## src/rtl/fluxo_dados_n.sv

```systemverilog
// fluxo_dados_n: game datapath with counters, play register, memory, play-edge detector and timeout (FLUXO_DADOS_N_TIMEOUT_EN adds the timeout counter)
module fluxo_dados_n #(
  parameter int WIDTH          = 4,
  parameter int ADDR_WIDTH     = 4,
  parameter int TIMEOUT_CYCLES = 5000
) (
  input  logic                  clock,
  input  logic                  reset,
  input  logic                  zeraE,
  input  logic                  contaE,
  input  logic                  zeraS,
  input  logic                  contaS,
  input  logic                  zeraR,
  input  logic                  registraR,
  input  logic                  escreveM,
  input  logic                  zeraT,
  input  logic                  contaT,
  input  logic [WIDTH-1:0]      chaves,
  output logic                  jogada_igual_memoria,
  output logic                  endereco_igual_sequencia,
  output logic                  fimE,
  output logic                  fimS,
  output logic                  tem_jogada,
  output logic                  timeout,
  output logic [ADDR_WIDTH-1:0] db_endereco,
  output logic [ADDR_WIDTH-1:0] db_sequencia,
  output logic [WIDTH-1:0]      db_memoria,
  output logic [WIDTH-1:0]      db_jogada
);
  localparam int DEPTH = 2 ** ADDR_WIDTH;
  logic [ADDR_WIDTH-1:0] endereco_q, endereco_d, sequencia_q, sequencia_d;
  logic [WIDTH-1:0]      jogada_q, jogada_d, memoria_q;
  logic [WIDTH-1:0]      words [DEPTH];
  logic                  hist_q, tem_q;
  // next state of counters and play register: clear beats count/load
  always_comb begin
    endereco_d  = zeraE ? '0 : contaE ? endereco_q + ADDR_WIDTH'(1) : endereco_q;
    sequencia_d = zeraS ? '0 : contaS ? sequencia_q + ADDR_WIDTH'(1) : sequencia_q;
    jogada_d    = zeraR ? '0 : registraR ? chaves : jogada_q;
  end
  // datapath state; the read register samples the pre-edge address so a same-edge write shows up one cycle later
  always_ff @(posedge clock or posedge reset) begin
    if (reset) begin
      endereco_q  <= '0;
      sequencia_q <= '0;
      jogada_q    <= '0;
      memoria_q   <= '0;
      hist_q      <= 1'b0;
      tem_q       <= 1'b0;
    end else begin
      endereco_q  <= endereco_d;
      sequencia_q <= sequencia_d;
      jogada_q    <= jogada_d;
      memoria_q   <= words[endereco_q];
      hist_q      <= |chaves;
      tem_q       <= (|chaves) & ~hist_q;
    end
  end
  for (genvar i = 0; i < DEPTH; i++) begin : g_mem
    logic [WIDTH-1:0] word_q = WIDTH'(1) << (i % WIDTH);
    // memory word keeps its power-up pattern across reset; writes on a reset edge are dropped
    always_ff @(posedge clock)
      if (escreveM && !reset && endereco_q == ADDR_WIDTH'(i)) word_q <= jogada_q;
    assign words[i] = word_q;
  end
`ifdef FLUXO_DADOS_N_TIMEOUT_EN
  localparam int TW = TIMEOUT_CYCLES > 1 ? $clog2(TIMEOUT_CYCLES) : 1;
  localparam logic [TW-1:0] LIMITE = TW'(TIMEOUT_CYCLES - 1);
  logic [TW-1:0] tempo_q, tempo_d;
  // a new play or explicit clear restarts the timer; otherwise count and hold at the limit
  always_comb tempo_d = (zeraT || tem_q) ? '0 : (contaT && tempo_q != LIMITE) ? tempo_q + TW'(1) : tempo_q;
  // timeout counter register
  always_ff @(posedge clock or posedge reset)
    if (reset) tempo_q <= '0;
    else tempo_q <= tempo_d;
  assign timeout = tempo_q == LIMITE;
`else
  logic unused_tempo;
  assign unused_tempo = zeraT ^ contaT ^ (TIMEOUT_CYCLES == 0);
  assign timeout      = 1'b0;
`endif
  assign fimE                     = &endereco_q;
  assign fimS                     = &sequencia_q;
  assign endereco_igual_sequencia = endereco_q == sequencia_q;
  assign jogada_igual_memoria     = memoria_q == jogada_q;
  assign tem_jogada               = tem_q;
  assign db_endereco              = endereco_q;
  assign db_sequencia             = sequencia_q;
  assign db_memoria               = memoria_q;
  assign db_jogada                = jogada_q;
endmodule

```

## config.mk

```make
export PLATFORM = sky130hd
export DESIGN_NAME = fluxo_dados_n
export DESIGN_NICKNAME = d
export VERILOG_FILES = /design/src/rtl/fluxo_dados_n.sv
export SDC_FILE = /design/constraint.sdc
export NUM_CORES = 1
export LEC_CHECK = 0
export ABC_AREA = 1
export ABC_CLOCK_PERIOD_IN_PS = 4100
export BUFFER_PORTS_ARGS = -buffer_cell sky130_fd_sc_hd__buf_2
export CAP_MARGIN = 20
export CORE_MARGIN = 2
export CORE_UTILIZATION = 40
export CTS_CLUSTER_DIAMETER = 150
export DETAILED_ROUTE_END_ITERATION = 16
export GPL_ROUTABILITY_DRIVEN = 1
export GPL_TIMING_DRIVEN = 0
export PLACE_DENSITY_LB_ADDON = 0.12
export SLEW_MARGIN = 20
export SYNTH_ARGS = -nofsm -noshare
export SYNTH_HDL_FRONTEND = slang
export SYNTH_SLANG_ARGS = --single-unit
```

## constraint.sdc

```tcl
create_clock -name clock -period 4.1 [get_ports clock]
set_clock_uncertainty 0.1 [all_clocks]
set_input_delay 0 -clock clock [delete_from_list [all_inputs] [get_ports clock]]
set_output_delay 0 -clock clock [all_outputs]
set_load 0.05 [all_outputs]
```

==> results of run 1 <==
## layer usage
| layer | vias to the layer above | part of all wire | global-route usage |
|---|---|---|---|
| li1 | 1389 | - | - |
| met1 | 1236 | 0.44 | 0.224 |
| met2 | 54 | 0.49 | 0.298 |
| met3 | 11 | 0.049 | 0.0417 |
| met4 | 0 | 0.015 | 0.0492 |
| met5 | - | 0 | 0 |
## layout make-up
type                       instances  area [um^2]
buffer                            12          111
clock buffer                      10          138
clock inverter                     6          113
fill                             874         4700
inverter                          98          375
multi-input combinational        219         1010
sequential                        82         2370
tap                              129          161
timing repair buffer              51          345
## synth_stat cells, drive strengths merged
cell      n  area, um^2
ha        6        75.1
edfxtp   64        1920
a21oi     5        25.0
xnor2     3        26.3
o21ai     2        10.0
nand4     1        6.26
xor2      4        35.0
dfrtp    18         450
buf      11         106
clkbuf    1        5.00
nor3      9        56.3
conb      1        3.75
nand3    33         165
a211oi    2        15.0
nand2   124         465
or2       1        6.26
nor2b     1        6.26
inv      98         375
o22ai     4        25.0
nor2     23        88.8
## sequential cells by signal, summed over array words and instances (netlist names)
signal        cells
g_mem.word_q     64
db_jogada         4
hist_q            1
db_memoria        4
db_endereco       4
tem_jogada        1
db_sequencia      4
## critical path: cells and delay by family
family	cells	cell delay [ns]
buf+inv	4	1.34
simple gates	3	0.72
## kinds of logic after synthesis
kind of cell | count (synthesis)
flops | 82
buf+inv | 110
compound gates | 13
fa+ha+maj | 6
simple gates | 192
xor+xnor | 7
other cells | 1
## worst max-delay path by stage
stage,from,endpoint,slack [ns],cells after the start
floorplan,db_endereco[1],endereco_igual_sequencia,1.73,4
global placement,reset,g_mem[8].word_q[3],2.00,6
detailed placement,reset,g_mem[9].word_q[3],2.00,6
CTS,reset,g_mem[9].word_q[1],1.82,7
global route,reset,g_mem[9].word_q[1],1.64,7
finish,reset,g_mem[9].word_q[1],1.94,7
## power by group
part           internal [mW]  leakage, nW  switching (mW)  total [mW]
Sequential             0.914        0.818          0.0255       0.939
Clock                  0.424        0.127           0.300       0.724
Combinational         0.0769         1.31           0.158       0.235
## per-stage QoR
stage,util,std cells,area (um^2)
2_1_floorplan,-,411,3870
5_1_grt,0.496,607,4630
3_3_place_gp,0.450,573,4200
6_report,0.496,607,4630
3_5_place_dp,0.450,573,4200
4_1_cts,0.496,607,4630
==> results.md, run 1 <==
* Outcome: complete, no violations
* Power after layout at approximately 1.9 mW
* Placer Congestion at 0.809
* Number of max-cap violations at 0
* Maximum net fanout on the critical path at 19
* Classification of the worst-slack hold path: input pin to register
* Number of standard cells after synthesis at between 400 and 500
* Share of the synthesized netlist area taken by xor and xnor gates at 0.0158
* Clock tree buffer depth at 2
* Peak supply drop at 163 uV
* Num CTS Buffers at 9
* Core area at 9330 um^2
* Post-synthesis register bit count at 82
* Synth Area in Compound Gates at 0.0194
* Number of cells upsized or downsized after cts at 0
* First drt pass iteration count at 4
* Crit path arrival time at approximately 2.1 ns
* Netlist cell types at 28
* Initial antenna violation count at 0
* Critical Setup Path Class: input pin to register
* Ant. Diodes at 0
* Skew-Pair Late Insertion Delay at 0.35 ns
* Required time of the critical path at 4.01 ns
* Hold Buf Count CTS at 18
* Number of setup violations in the final report at 0
* Sum of negative setup slack at 0 ns
* Post-Synth Simple-Gate Area at 0.205
* HPWL reported at the end of detailed placement at roughly 5.6 mm
* Combinational family with the most area after synthesis: simple AND/OR/NAND/NOR gates
* Worst slack at placement at 2.00 ns
* Overall die area at 10500 um^2
* Final min period at 2.16 ns
* Sequence of cells on the critical path: dlygate4sd3_1, buf_2, inv_1, nand2_1, inv_1, nand2_1, nor2_1
* Detailed-route vias per instance at 4.43
* Syn_area_per_cell at roughly 9.4 um^2
* Measured slew at the worst slew-check pin at a little over 0.8 ns
* Commonest non-fill, non-tap cell in the layout: nand2_1
* Global-route total usage across every layer at 0.175
* Hold Path Sink: g_mem[15].word_q[3]
* Initial standard-cell utilization of the core at 0.415
* H-tree levels at 3
* Global-route wire length before repair at ~13 mm
* Via count at 2690
* Postcts setup bufs at 0
* Synthesized cell area at 3870 um^2
* Leakage power summed over all cells at 2.25 nW
* IO Pins at 37
* Clock transition time at the flip-flop clock pins of the worst setup and hold paths at about 0.080 ns
* Area grow syn2layout at 19.6%
* Site Rows at 35
* Syn nets at around 430
* Number of hold violations in the final report at 0
* Tcrit/Tclk final at 0.528
* Total grt overflow at 0
* Start point of the worst min-delay path: escreveM
* Antenna violation net count after detailed routing at 0
* Power density over the cells at 410 nW/um^2
* DRC errors left at 0
* Unrepaired setup endpoints after global routing: false
* Vias in the first global route at between 2000 and 3000
* Die outline height at 102 um
* # nets final at 494
* Capture point of the worst reg-to-reg path: g_mem[9].word_q[1]
* Worst Hold Path Cells at 3
* Adder-Cell Fraction of Synth Area at 0.0194
* Routed wirelength normalized by instance count at 13.8 um
* Pin count of the biggest net entering global routing at 20
* Reg2reg setup slack at 2.09 ns
* Sequential fraction of the synthesis area at 0.613
* Worst reg2reg startpoint: db_endereco[1]
* Post-synthesis mux area share at 0
* Warnings from Yosys at 0
* Most used cells in the layout excluding fill and tap cells: nand2_1, inv_1, edfxtp_1, buf_2, nand3_1
* Routed wire length at around 8.4 mm
* TritonCTS clock tree: yes
* Biggest cell delay along the critical path at 0.54 ns
* CP endpoint kind: register
* Crit path setup slack, layout at 1.94 ns
* Sort of element at the start of the critical path: input pin
* Cell with the biggest individual delay on the critical path: inv_1
* Worst Reg-to-Reg Cells at 6
* Die span in x at 102 um
* Sinks on Clock Net at 82
* Total of buffers placed on input and output ports at 33
* First-iteration detailed-routing DRC count at 93
* Fraction of layout instances using a drive strength above 1 at 0.142
* Max transition margin at 0.454
* Max Clock Freq at between 0.4 and 0.5 GHz
* Hold slack at 0.0348 ns
* Final Slew Violations at 0
* Clk root buf: clkbuf_8
Note: power is estimated with default switching activity, not from simulation.
==> run 2, diff against run 1 <==
ABC_AREA = 0   (was 1)
ABC_CLOCK_PERIOD_IN_PS = 2200   (was 4100)
clock period = 2.2 ns   (was 4.1 ns; I/O delays follow)
==> run 2 against run 1 <==
Register-to-register slack got worse by 2.0 ns. Via count fell by 31%. First-iteration DRC count rose by 18%. Non-clock buffer count shrank 7. Sequential power grew 86%. Utilization is essentially flat. Highest routed layer unchanged.
==> results.md, run 2 <==
* Required time of the critical path at 2.08 ns (was 4.01 ns)
* First drt pass iteration count at 4 (unchanged)
* Global-route total usage across every layer at 0.163 (was 0.175)
* Total of buffers placed on input and output ports at 32 (was 33)
* Share of total power in sequential cells at 0.548 (was 0.495)
* Measured slew at the worst slew-check pin at 0.773 ns (was 0.818 ns)
* Skew-Pair Late Insertion Delay at 0.35 ns (about the same)
* Warnings from Yosys at 0 (unchanged)
* Net switching fraction of the power at 0.249 (was 0.255)
* EDFF count, synth at 64 (unchanged)
* Overall die area at 9320 um^2 (was 10500 um^2)
* Outcome: complete, no violations (unchanged)
* Commonest non-fill, non-tap cell in the layout: edfxtp_1 (was nand2_1)
* Most used cells in the layout excluding fill and tap cells: edfxtp_1, buf_2, nor2_1, dfrtp_1, dlygate4sd3_1 (was nand2_1, inv_1, edfxtp_1, buf_2, nand3_1)
* Via count at 1865 (was 2690)
* Final min period at 2.12 ns
* IO Pins at 37 (unchanged)
* Tcrit/Tclk final at 0.966
* # nets final at 282 (was 494)
* CP endpoint kind: register (unchanged)
* Routed wirelength normalized by instance count at 18.3 um (was 13.8 um)
* Detailed-route vias per instance at 5.03 (was 4.43)
* TritonCTS clock tree: yes (unchanged)
* Max transition margin at 0.484 (was 0.454)
* Routed wire length at 6.78 mm (was 8.36 mm)
* Syn nets at 223 (was 432)
* DRC errors left at 0 (unchanged)
* Adder-Cell Fraction of Synth Area at 0.0219 (was 0.0194)
* Synth Area in Compound Gates at 0.0175 (was 0.0194)
* Number of standard cells after synthesis at 202 (was 411)
* Max Clock Freq at 0.471 GHz
* Power after layout at 3.20 mW (was 1.90 mW)
* Cells taking the most area after synthesis: edfxtp_1, dfrtp_1, mux4_1, xor2_1, nor2_1 (was edfxtp_1, nand2_1, dfrtp_1, inv_1, nand3_1)
* Netlist cell types at 25 (was 28)
* Number of setup violations in the final report at 0 (unchanged)
* Antenna violation net count after detailed routing at 0 (unchanged)
* Post-synthesis register bit count at 82 (unchanged)
* Post-Synth Simple-Gate Area at 0.0778 (was 0.205)
* Fraction of layout instances using a drive strength above 1 at 0.218 (was 0.142)
* Sinks on Clock Net at 82 (unchanged)
* Area grow syn2layout at 19.5% (was 19.6%)
* Sequential fraction of the synthesis area at 0.692 (was 0.613)
* Synthesized cell area at 3430 um^2 (was 3870 um^2)
* Post-synthesis mux area share at 0.137 (was 0)
* Most frequent cells after synthesis: edfxtp_1, nor2_1, dfrtp_1 (was nand2_1, inv_1, edfxtp_1)
* Combinational family with the most area after synthesis: multiplexers (was simple AND/OR/NAND/NOR gates)
* Clock share of power at 0.331 (was 0.381)
* Largest Register: g_mem.word_q (unchanged)
* Die span in x at 96.6 um (was 102 um)
* Final Slew Violations at 0 (unchanged)
* Placer Congestion at 0.718 (was 0.809)
* HPWL reported at the end of detailed placement at 4.47 mm (was 5.63 mm)
* Unrepaired setup endpoints after global routing: true (was false)
* Hold slack at 0.244 ns (was 0.0348 ns)
* Number of flip-flops in the largest register at 64 (unchanged)
* Initial standard-cell utilization of the core at 0.415 (about the same)
* Global-route wire length before repair at 10.7 mm (was 13.4 mm)
* Classification of the worst-slack hold path: input pin to asynchronous set/reset pin (was input pin to register)
* Leakage power summed over all cells at 1.59 nW (was 2.25 nW)
* Most area-hungry cell type in the Yosys netlist: edfxtp_1 (unchanged)
* Postcts setup bufs at 0 (unchanged)
* Ant. Diodes at 0 (unchanged)
* First-iteration detailed-routing DRC count at 110 (was 93)
* Cell with the most instances after synthesis: edfxtp_1 (was nand2_1)
* Power density over the cells at 782 nW/um^2 (was 410 nW/um^2)
* Sort of element at the start of the critical path: register (was input pin)
* Internal at 2.40 mW (was 1.41 mW)
* Crit path arrival time at 2.00 ns (was 2.07 ns)
* Share of the synthesized netlist area taken by xor and xnor gates at 0.0358 (was 0.0158)
* Syn_area_per_cell at 17.0 um^2 (was 9.41 um^2)
* Clk root buf: clkbuf_8 (unchanged)
* Part of the power in combinational logic at 0.121 (was 0.124)
* Number of max-cap violations at 0 (unchanged)
* Synth async-reset ratio at 0.220 (unchanged)
* Num CTS Buffers at 9 (unchanged)
* Primary FF master, synth: edfxtp_1 (unchanged)
* Clock transition time at the flip-flop clock pins of the worst setup and hold paths at 0.08 ns (about the same)
* H-tree levels at 3 (unchanged)
* Core area at 8260 um^2 (was 9330 um^2)
* Peak supply drop at 323 uV (was 163 uV)
* Switching Power at 0.796 mW (was 0.484 mW)
* Clock tree buffer depth at 2 (unchanged)
* Total grt overflow at 0 (unchanged)
* Vias in the first global route at 1955 (was 2621)
* Number of hold violations in the final report at 0 (unchanged)
* Share of the synthesized area in the top cell type at 0.561 (was 0.497)
* Critical Setup Path Class: register to register (was input pin to register)
* Pin count of the biggest net entering global routing at 20 (unchanged)
* Initial antenna violation count at 0 (unchanged)
* Die outline height at 96.6 um (was 102 um)
* Site Rows at 33 (was 35)
* Maximum net fanout on the critical path at 10 (was 19)
-- run 2: cell types whose count changed in the layout (fill, tap and decap cells not counted), moves of 7 or more --
cell,change
nor3_1,-7
mux4_1,+13
a22oi_1,+8
nand2_1,-112
nand3_1,-33
inv_1,-91
xor2_1,+8
-- run 2: power groups by stage --
stage          clock (mW)  combinational [mW]  sequential [mW]
2_1_floorplan           0               0.192             1.85
3_3_place_gp            0               0.361             1.79
3_5_place_dp            0               0.363             1.79
4_1_cts              1.09               0.390             1.76
5_1_grt              1.15               0.419             1.76
6_report             1.06               0.386             1.75
-- run 2: kinds of logic (layout without fill, tap and decap cells) --
logic type | after synthesis | after routing
AOI/OAI and AO/OA | 8 | 8
xor gates and xnor gates | 14 | 14
adders and majority gates | 6 | 6
buffers and inverters | 11 | 75
DFF | 82 | 82
muxes | 22 | 22
other | 1 | 1
and+or+nand+nor | 58 | 58
-- run 2: final cells by class --
type / instances / area (um^2)
plain buffers: 8 / 48.8
clock buffers: 11 / 141
clock inverters: 5 / 53.8
fillers: 731 / 4160
inverters: 3 / 11.3
multi-input cells: 109 / 1010
flip-flops and latches: 82 / 2370
well taps: 105 / 131
repair buffers: 48 / 320
-- run 2: worst max-delay path: stages (launching register included) --
cell and delay, ns:
dfrtp_1 0.48, buf_4 0.24, inv_1 0.09, ha_1 0.14, nand2_1 0.12, nor3_1 0.58
-- run 2: metrics by stage --
step / setup slack (ns) / utilization / cell area (um^2) / TNS [ns] / std cells
5_1_grt: -0.0153 / 0.496 / 4090 / -0.0548 / 371
4_1_cts: 0.00883 / 0.495 / 4090 / 0 / 371
3_5_place_dp: -0.0102 / 0.452 / 3730 / -0.0404 / 339
6_report: 0.0759 / 0.496 / 4090 / 0 / 371
3_3_place_gp: 0.0365 / 0.452 / 3730 / 0 / 339
2_1_floorplan: -0.0534 / - / 3440 / -0.0534 / 202
-- run 2: what timing repair did --
item                       4_1_cts  5_1_grt
hold buffers                    16        0
setup endpoints to repair        4        7
hold endpoints to repair        32        0
pin swaps                        0        0
gates resized for setup          1        4
-- run 2: path summary, 6_finish.rpt --
| path | from | endpoint | slack [ns] | depth (start not counted) |
|---|---|---|---|---|
| max | db_endereco[0] | g_mem[2].word_q[1] | 0.08 | 5 |
| min | reset | db_sequencia[2] | 0.24 | 3 |
| max reg2reg | db_endereco[0] | g_mem[2].word_q[1] | 0.08 | 5 |
| min reg2reg | hist_q | tem_jogada | 0.30 | 1 |
| max in group asynchronous | reset | db_memoria[3] | 1.27 | 3 |
| min in group clock | escreveM | g_mem[7].word_q[0] | 0.25 | 4 |
-- run 2: layer usage --
layer  global-route usage  share of wire  up-vias
li1                     -              -      882
met1                0.231           0.47      934
met2                0.251           0.49       42
met3               0.0388          0.032        7
met4               0.0493          0.011        0
met5                    0              0        -
